--- config.mk ---
export PLATFORM = sky130hd
export DESIGN_NAME = perf_counter_bank_flat
export DESIGN_NICKNAME = d
export VERILOG_FILES = /design/src/rtl/perf_counter_bank_if.sv /design/src/rtl/perf_counter_bank.sv /design/src/flat_wrapper.sv
export SDC_FILE = /design/constraint.sdc
export NUM_CORES = 1
export LEC_CHECK = 0
export CAP_MARGIN = 25
export CORE_ASPECT_RATIO = 0.5
export CORE_MARGIN = 3
export CORE_UTILIZATION = 25
export CTS_CLUSTER_DIAMETER = 80
export CTS_CLUSTER_SIZE = 24
export DETAILED_ROUTE_END_ITERATION = 6
export PLACE_DENSITY = 0.41
export SYNTH_ARGS = -nofsm -noshare
export SYNTH_HDL_FRONTEND = slang
export SYNTH_SLANG_ARGS = --single-unit
--- constraint.sdc ---
create_clock -name clk -period 2.3 [get_ports clk]
set_clock_uncertainty 0.15 [all_clocks]
set_input_delay 0.23 -clock clk [delete_from_list [all_inputs] [get_ports clk]]
set_output_delay 0.23 -clock clk [all_outputs]
set_load 0.03 [all_outputs]
--- src/rtl/perf_counter_bank_if.sv ---
// Signal bundle between the core-side monitor logic and the performance counter bank.
// The counter bank connects through the slave modport.
interface perf_counter_bank_if #(
  parameter int NUM_EVENTS = 8,
  parameter int CNT_WIDTH  = 32,
  parameter int SEL_WIDTH  = 6
);
  logic                  perf_enable;
  logic                  clear;
  logic [NUM_EVENTS-1:0] event_vec;
  logic [31:0]           instr;
  logic [31:0]           pc;
  logic                  snap_req;
  logic [SEL_WIDTH-1:0]  rd_sel;
  logic [CNT_WIDTH-1:0]  rd_data;
  logic                  snap_valid;
  logic [CNT_WIDTH-1:0]  cycle_count;
  logic [NUM_EVENTS:0]   overflow;
  logic                  finished;
  logic                  finished_pulse;

  modport master (
    output perf_enable, clear, event_vec, instr, pc, snap_req, rd_sel,
    input  rd_data, snap_valid, cycle_count, overflow, finished, finished_pulse
  );

  modport slave (
    input  perf_enable, clear, event_vec, instr, pc, snap_req, rd_sel,
    output rd_data, snap_valid, cycle_count, overflow, finished, finished_pulse
  );
endinterface

--- src/rtl/perf_counter_bank.sv ---
// Event/cycle counter bank with wrap or saturate arithmetic, program-finish detection
// and a shadow-register snapshot for coherent readout.
module perf_counter_bank #(
  parameter int NUM_EVENTS    = 8,
  parameter int CNT_WIDTH     = 32,
  parameter int FINISH_THRESH = 10,
  parameter bit SATURATE      = 1'b1,
  parameter int SEL_WIDTH     = 6
) (
  input logic                clk,
  input logic                rst,
  perf_counter_bank_if.slave bus
);
  localparam int NUM_CNT = NUM_EVENTS + 1;
  localparam int THR_W   = $clog2(FINISH_THRESH + 1);
  localparam logic [THR_W-1:0] THRESH = THR_W'(FINISH_THRESH);

  typedef enum logic [1:0] {IDLE, RUN, DONE} state_t;

  state_t               state_reg, state_next;
  logic [CNT_WIDTH-1:0] cnt_live  [NUM_CNT];
  logic [CNT_WIDTH-1:0] shadow    [NUM_CNT];
  logic [NUM_CNT-1:0]   ovf_flags;
  logic [NUM_CNT-1:0]   inc;
  logic [THR_W-1:0]     zero_cnt_reg, zero_cnt_next;
  logic [THR_W-1:0]     stuck_cnt_reg, stuck_cnt_next;
  logic [31:0]          pc_prev_reg;
  logic                 snap_valid_reg;
  logic                 pulse_reg;
  logic                 run;
  logic                 go_done;
  logic                 capture;

  // Slot 0 is the cycle counter; slot i+1 follows event strobe i.
  assign run     = (state_reg == RUN) && !bus.clear;
  assign inc     = {bus.event_vec, 1'b1} & {NUM_CNT{run}};
  assign go_done = run && ((zero_cnt_next == THRESH) || (stuck_cnt_next == THRESH));
  assign capture = bus.snap_req || go_done;

  always_comb begin
    zero_cnt_next  = '0;
    stuck_cnt_next = '0;
    if (bus.instr == '0)
      zero_cnt_next = (zero_cnt_reg == THRESH) ? THRESH : zero_cnt_reg + 1'b1;
    if (bus.pc == pc_prev_reg)
      stuck_cnt_next = (stuck_cnt_reg == THRESH) ? THRESH : stuck_cnt_reg + 1'b1;
  end

  always_ff @(posedge clk) begin
    if (rst) state_reg <= IDLE;
    else     state_reg <= state_next;
  end

  always_comb begin
    state_next = state_reg;
    if (bus.clear) begin
      state_next = IDLE;
    end else begin
      case (state_reg)
        IDLE:    if (bus.perf_enable) state_next = RUN;
        RUN:     if (go_done) state_next = DONE;
                 else if (!bus.perf_enable) state_next = IDLE;
        DONE:    state_next = DONE;
        default: state_next = IDLE;
      endcase
    end
  end

  always_comb begin
    bus.finished       = (state_reg == DONE);
    bus.finished_pulse = pulse_reg;
    bus.snap_valid     = snap_valid_reg;
    bus.cycle_count    = cnt_live[0];
    bus.overflow       = ovf_flags;
    bus.rd_data        = '0;
    for (int i = 0; i < NUM_CNT; i++)
      if (bus.rd_sel == SEL_WIDTH'(i)) bus.rd_data = shadow[i];
  end

  // Detector run lengths only advance in RUN and restart whenever the bank idles.
  always_ff @(posedge clk) begin
    if (rst) begin
      zero_cnt_reg   <= '0;
      stuck_cnt_reg  <= '0;
      pc_prev_reg    <= '0;
      pulse_reg      <= 1'b0;
      snap_valid_reg <= 1'b0;
    end else begin
      pc_prev_reg <= bus.pc;
      pulse_reg   <= go_done;
      if (capture) snap_valid_reg <= 1'b1;
      if (bus.clear || state_reg == IDLE) begin
        zero_cnt_reg  <= '0;
        stuck_cnt_reg <= '0;
      end else if (state_reg == RUN) begin
        zero_cnt_reg  <= zero_cnt_next;
        stuck_cnt_reg <= stuck_cnt_next;
      end
    end
  end

  for (genvar gi = 0; gi < NUM_CNT; gi++) begin : g_cnt
    logic [CNT_WIDTH-1:0] cnt_reg;
    logic [CNT_WIDTH-1:0] shadow_reg;
    logic                 ovf_reg;

    always_ff @(posedge clk) begin
      if (rst || bus.clear) begin
        cnt_reg <= '0;
        ovf_reg <= 1'b0;
      end else if (inc[gi]) begin
        if (&cnt_reg) begin
          ovf_reg <= 1'b1;
          if (!SATURATE) cnt_reg <= '0;
        end else begin
          cnt_reg <= cnt_reg + 1'b1;
        end
      end
    end

    // Shadows take the pre-edge live value, so a capture never sees this cycle's increment.
    always_ff @(posedge clk) begin
      if (rst)          shadow_reg <= '0;
      else if (capture) shadow_reg <= cnt_reg;
    end

    assign cnt_live[gi]  = cnt_reg;
    assign shadow[gi]    = shadow_reg;
    assign ovf_flags[gi] = ovf_reg;
  end
endmodule

--- src/flat_wrapper.sv ---
// flat-port wrapper written by rule: the top's interface ports become plain ports
module perf_counter_bank_flat 
#(
  parameter int NUM_EVENTS    = 8,
  parameter int CNT_WIDTH     = 32,
  parameter int FINISH_THRESH = 10,
  parameter bit SATURATE      = 1'b1,
  parameter int SEL_WIDTH     = 6
)
  (clk, rst, bus_perf_enable, bus_clear, bus_event_vec, bus_instr, bus_pc, bus_snap_req, bus_rd_sel, bus_rd_data, bus_snap_valid, bus_cycle_count, bus_overflow, bus_finished, bus_finished_pulse);
  perf_counter_bank_if #(.NUM_EVENTS(NUM_EVENTS), .CNT_WIDTH(CNT_WIDTH), .SEL_WIDTH(SEL_WIDTH)) bus_i ();
  input logic clk;
  input logic rst;
  input wire logic [$bits(bus_i.perf_enable)-1:0] bus_perf_enable;
  input wire logic [$bits(bus_i.clear)-1:0] bus_clear;
  input wire logic [$bits(bus_i.event_vec)-1:0] bus_event_vec;
  input wire logic [$bits(bus_i.instr)-1:0] bus_instr;
  input wire logic [$bits(bus_i.pc)-1:0] bus_pc;
  input wire logic [$bits(bus_i.snap_req)-1:0] bus_snap_req;
  input wire logic [$bits(bus_i.rd_sel)-1:0] bus_rd_sel;
  output wire logic [$bits(bus_i.rd_data)-1:0] bus_rd_data;
  output wire logic [$bits(bus_i.snap_valid)-1:0] bus_snap_valid;
  output wire logic [$bits(bus_i.cycle_count)-1:0] bus_cycle_count;
  output wire logic [$bits(bus_i.overflow)-1:0] bus_overflow;
  output wire logic [$bits(bus_i.finished)-1:0] bus_finished;
  output wire logic [$bits(bus_i.finished_pulse)-1:0] bus_finished_pulse;
  assign bus_i.perf_enable = bus_perf_enable;
  assign bus_i.clear = bus_clear;
  assign bus_i.event_vec = bus_event_vec;
  assign bus_i.instr = bus_instr;
  assign bus_i.pc = bus_pc;
  assign bus_i.snap_req = bus_snap_req;
  assign bus_i.rd_sel = bus_rd_sel;
  assign bus_rd_data = bus_i.rd_data;
  assign bus_snap_valid = bus_i.snap_valid;
  assign bus_cycle_count = bus_i.cycle_count;
  assign bus_overflow = bus_i.overflow;
  assign bus_finished = bus_i.finished;
  assign bus_finished_pulse = bus_i.finished_pulse;
  perf_counter_bank #(.NUM_EVENTS(NUM_EVENTS), .CNT_WIDTH(CNT_WIDTH), .FINISH_THRESH(FINISH_THRESH), .SATURATE(SATURATE), .SEL_WIDTH(SEL_WIDTH)) u_core (.clk(clk), .rst(rst), .bus(bus_i));
endmodule
==> results.py <==
metrics = {
    "sta": {
        "worst_pin_slew_ns": 0.5705,
        "fin_crit_sh_pct": 125.1,
        "rsz0062_at_grt": "yes",
        "setup_viol": 237,
        "fin_ws_ns": -0.5764,
        "drv_slew": 0,
        "fmax_mhz": 347.7,
        "hold_viol": 0,
        "relSlewSlack_pct": 61.83,
        "fin_crit_ns": 2.876,
    },
    "die": {
        "core_region_area_mm2": 0.1211,
        "die_h_um": 253.6,
        "io_pins": 159,
        "die_x_um": 501.1,
        "dieArea_mm2": 0.1271,
        "start_util_pct": 25.31,
        "rows": 90,
    },
    "logic_synthesis": {
        "synth_cells": 3441,
        "synth_flop_cell": "dfxtp_1",
        "synth-edff-count": 0,
        "syn_area_mm2": 0.03064,
        "synth_cell_types": 77,
        "ys_async_sr_fraction_pct": 0,
        "ys_seq_area_share_pct": 41.10,
        "yosysTopAreaCell": "dfxtp_1",
        "syn-num-nets": 3537,
        "syn_area_per_cell_um2": 8.905,
        "ys_seq_elements": 629,
        "yosys_warnings": 0,
        "synth_top_area_share_pct": 41.10,
        "ys_top_cells_by_area": "dfxtp_1, nand2b_1, mux2i_1",
    },
    "global_routing": {
        "grt_pass1_wl_um": 168600,
        "grt_max_degree": 145,
        "gr-total-overflow": 0,
        "grtUsageMet3_pct": 4.377,
        "grt-busiest-layer": "met2",
        "met1_usage_pct": 23.98,
        "antenna_found_initial": 3,
        "grtUsageTotal_pct": 17.56,
        "grt_pass1_vias": 25750,
        "grt.met2_usage_pct": 27.85,
    },
    "hold_path": {
        "holdCritPathClass": "in2reg",
    },
    "routing": {
        "detail-route-antenna-nets": 0,
        "drc": 0,
        "wire_per_inst_um": 20.56,
        "vias_per_cell": 4.701,
        "drt_iter0_markers": 1696,
        "first_pass_iters": 6,
        "vias": 26260,
        "routed_wirelength_um": 114900,
    },
    "place": {
        "placed_area_mm2": 0.03757,
        "portBuffers": 158,
        "hpwl_um": 86840,
        "place_congestion": 0.8992,
    },
    "worst_setup_path": {
        "path_delay_family": "simple AND/OR/NAND/NOR gates",
        "crit_path_cell_trace": "buf_6 > or4_4 > buf_12 > nor3b_4 > buf_6 > buf_12 > a22oi_2 > nand4_1 > o211ai_1 > buf_4 > a21oi_4 > buf_12",
        "cpMostUsedCell": "buf_12",
        "critPathArrivalTime_ns": 2.50,
        "cp_max_fo": 6,
        "slowest_stage": "or4_4",
        "setup.worst_path.class": "in2out",
        "crit_required_ns": 1.92,
        "critPathMaxStageDelay_ns": 0.59,
        "cp-start-kind": "input port",
        "critPathCaptureType": "output pin",
        "worstPathBufferInverterCount": 6,
    },
    "power_and_ir_drop": {
        "p_leak_nw": 14.55,
        "powerDensity_mw_per_mm2": 479.3,
        "total_power_mw": 19.77,
        "irDropWorstVdd_mv": 0.4162,
    },
    "clocking": {
        "clock_sinks": 629,
        "htree_num_levels": 2,
        "worstSkewPairLatency_ns": 0.64,
        "cts_max_path_buffers": 3,
        "root_buffer": "clkbuf_16",
        "cts_tree": "yes",
        "clkTransAtPathRegs_ns": 0.10,
        "cts_buffers": 35,
    },
    "cells_and_area": {
        "regArea_mm2": 0.01263,
        "syn2layout_area_growth_pct": 34.63,
        "fillers": 12520,
        "drive_above_1_share_pct": 21.26,
        "multiInputGateArea_mm2": 0.01801,
        "nets": 4054,
        "design_area_mm2": 0.04125,
        "largest_reg_flops": 288,
    },
    "status": {
        "status": "complete, but fails checks",
        "violations": "negative setup slack",
    },
    "flow_run": {
        "max_cap_violations": 0,
    },
}
## layer usage
layer	vias to the layer above	share of wire (%)
li1	12950	-
met1	12770	47
met2	426	44
met3	114	6.4
met4	2	2.2
met5	-	0.041
## Yosys cell counts, types with 32 or more instances
| library cell | n |
|---|---|
| clkbuf_1 | 157 |
| nand3_1 | 120 |
| nand2_1 | 135 |
| o211ai_1 | 39 |
| o22ai_1 | 32 |
| buf_2 | 43 |
| dfxtp_1 | 629 |
| nor2b_1 | 35 |
| mux2i_1 | 292 |
| nor2_1 | 294 |
| and4_1 | 45 |
| inv_1 | 34 |
| nand2b_1 | 578 |
| xnor2_1 | 135 |
| nand4_1 | 138 |
| o21ai_0 | 48 |
| xor2_1 | 132 |
| nor3_1 | 65 |
| a22oi_1 | 60 |
| and3_1 | 53 |
| nor4_1 | 37 |
| or3_1 | 45 |
| a21oi_1 | 122 |
## repair_timing
item                                   4_1_cts  5_1_grt
resized for setup                          227      168
cloned                                      26        8
endpoints found under the hold margin       21        0
setup buffers                               41       34
hold buffers                                 1        0
setup endpoints to repair                  412      459
pin swaps                                   92      132
## final cells by class
| type | instances | share of cell area, % |
|---|---|---|
| antenna | 2 | 0.01213 |
| clock buffer | 39 | 2.235 |
| clock inverter | 14 | 0.3549 |
| inverter | 34 | 0.3154 |
| multi-input combinational | 2564 | 43.65 |
| sequential | 629 | 30.62 |
| tap | 1610 | 4.883 |
| timing repair buffer | 694 | 17.92 |
## layout by cell type, fill, tap and decap left out, types with 10 or more instances in the layout
| master | Yosys | routed |
|---|---|---|
| dfxtp_2 | 0 | 23 |
| nand2b_1 | 578 | 577 |
| nand2_1 | 135 | 132 |
| and2_1 | 16 | 16 |
| xor2_1 | 132 | 131 |
| o22ai_1 | 32 | 32 |
| nor4_2 | 5 | 14 |
| a22oi_1 | 60 | 23 |
| mux2i_1 | 292 | 292 |
| nor3_2 | 2 | 10 |
| a21oi_1 | 122 | 84 |
| buf_8 | 0 | 34 |
| inv_1 | 34 | 32 |
| nand4_1 | 138 | 138 |
| a21oi_4 | 0 | 10 |
| nor4_1 | 37 | 23 |
| dfxtp_1 | 629 | 603 |
| buf_12 | 0 | 75 |
| buf_16 | 0 | 19 |
| nor2_1 | 294 | 291 |
| o211ai_1 | 39 | 39 |
| buf_6 | 2 | 55 |
| a22oi_2 | 0 | 37 |
| clkdlybuf4s50_1 | 0 | 113 |
| or3_1 | 45 | 42 |
| o21ai_0 | 48 | 44 |
| nand3_1 | 120 | 114 |
| buf_4 | 9 | 381 |
| clkbuf_16 | 0 | 41 |
| xnor2_1 | 135 | 130 |
| a21oi_2 | 0 | 28 |
| and4_1 | 45 | 44 |
| and3_1 | 53 | 53 |
| nor3_1 | 65 | 54 |
| nor2b_1 | 35 | 35 |
## logic make-up after synthesis
group | count (synthesis) | synth area share [%]
XOR/XNOR | 267 | 7.632
AO/OA/AOI/OAI | 342 | 7.052
buffers and inverters | 248 | 3.373
multiplexers | 292 | 9.539
AND/OR/NAND/NOR | 1650 | 30.78
flip-flops | 629 | 41.10
adder cells (fa/ha/maj) | 13 | 0.5309
## final timing paths
| kind | start | to | slack [ns] | cells past startpoint |
|---|---|---|---|---|
| setup / recovery | bus_rd_sel[2] | bus_rd_data[7] | -0.58 | 12 |
| hold / removal | bus_perf_enable | u_core.state_reg[0] | 0.04 | 2 |
| setup reg to reg | u_core.stuck_cnt_reg[0] | u_core.g_cnt[8].shadow_reg[11] | -0.10 | 12 |
| hold reg to reg | u_core.bus.snap_valid | u_core.bus.snap_valid | 0.30 | 2 |
## report_power, final
part | leakage, nW | internal, mW | total, mW | switching (mW)
sequential | 5.09 | 10.9 | 10.9 | 0.0169
combinational | 8.95 | 0.897 | 1.63 | 0.737
clock | 0.511 | 3.00 | 7.21 | 4.21
## per-stage QoR
step / cells / worst slack [ns] / hold slack [ns] / setup TNS (ns) / util [%]
3_5_place_dp: 5444 / -0.8972 / 0.2921 / -189.28 / 31.04
6_report: 5586 / -0.5764 / 0.04434 / -23.88 / 34.08
5_1_grt: 5585 / -0.6072 / 0.04111 / -43.87 / 34.08
4_1_cts: 5563 / -0.5639 / 0.01318 / -36.37 / 33.41
3_3_place_gp: 5444 / -0.8762 / 0.2865 / -175.59 / 31.04
2_1_floorplan: 3441 / 0.004301 / 0.2082 / 0 / -
Note: power is estimated with default switching activity, not from simulation.
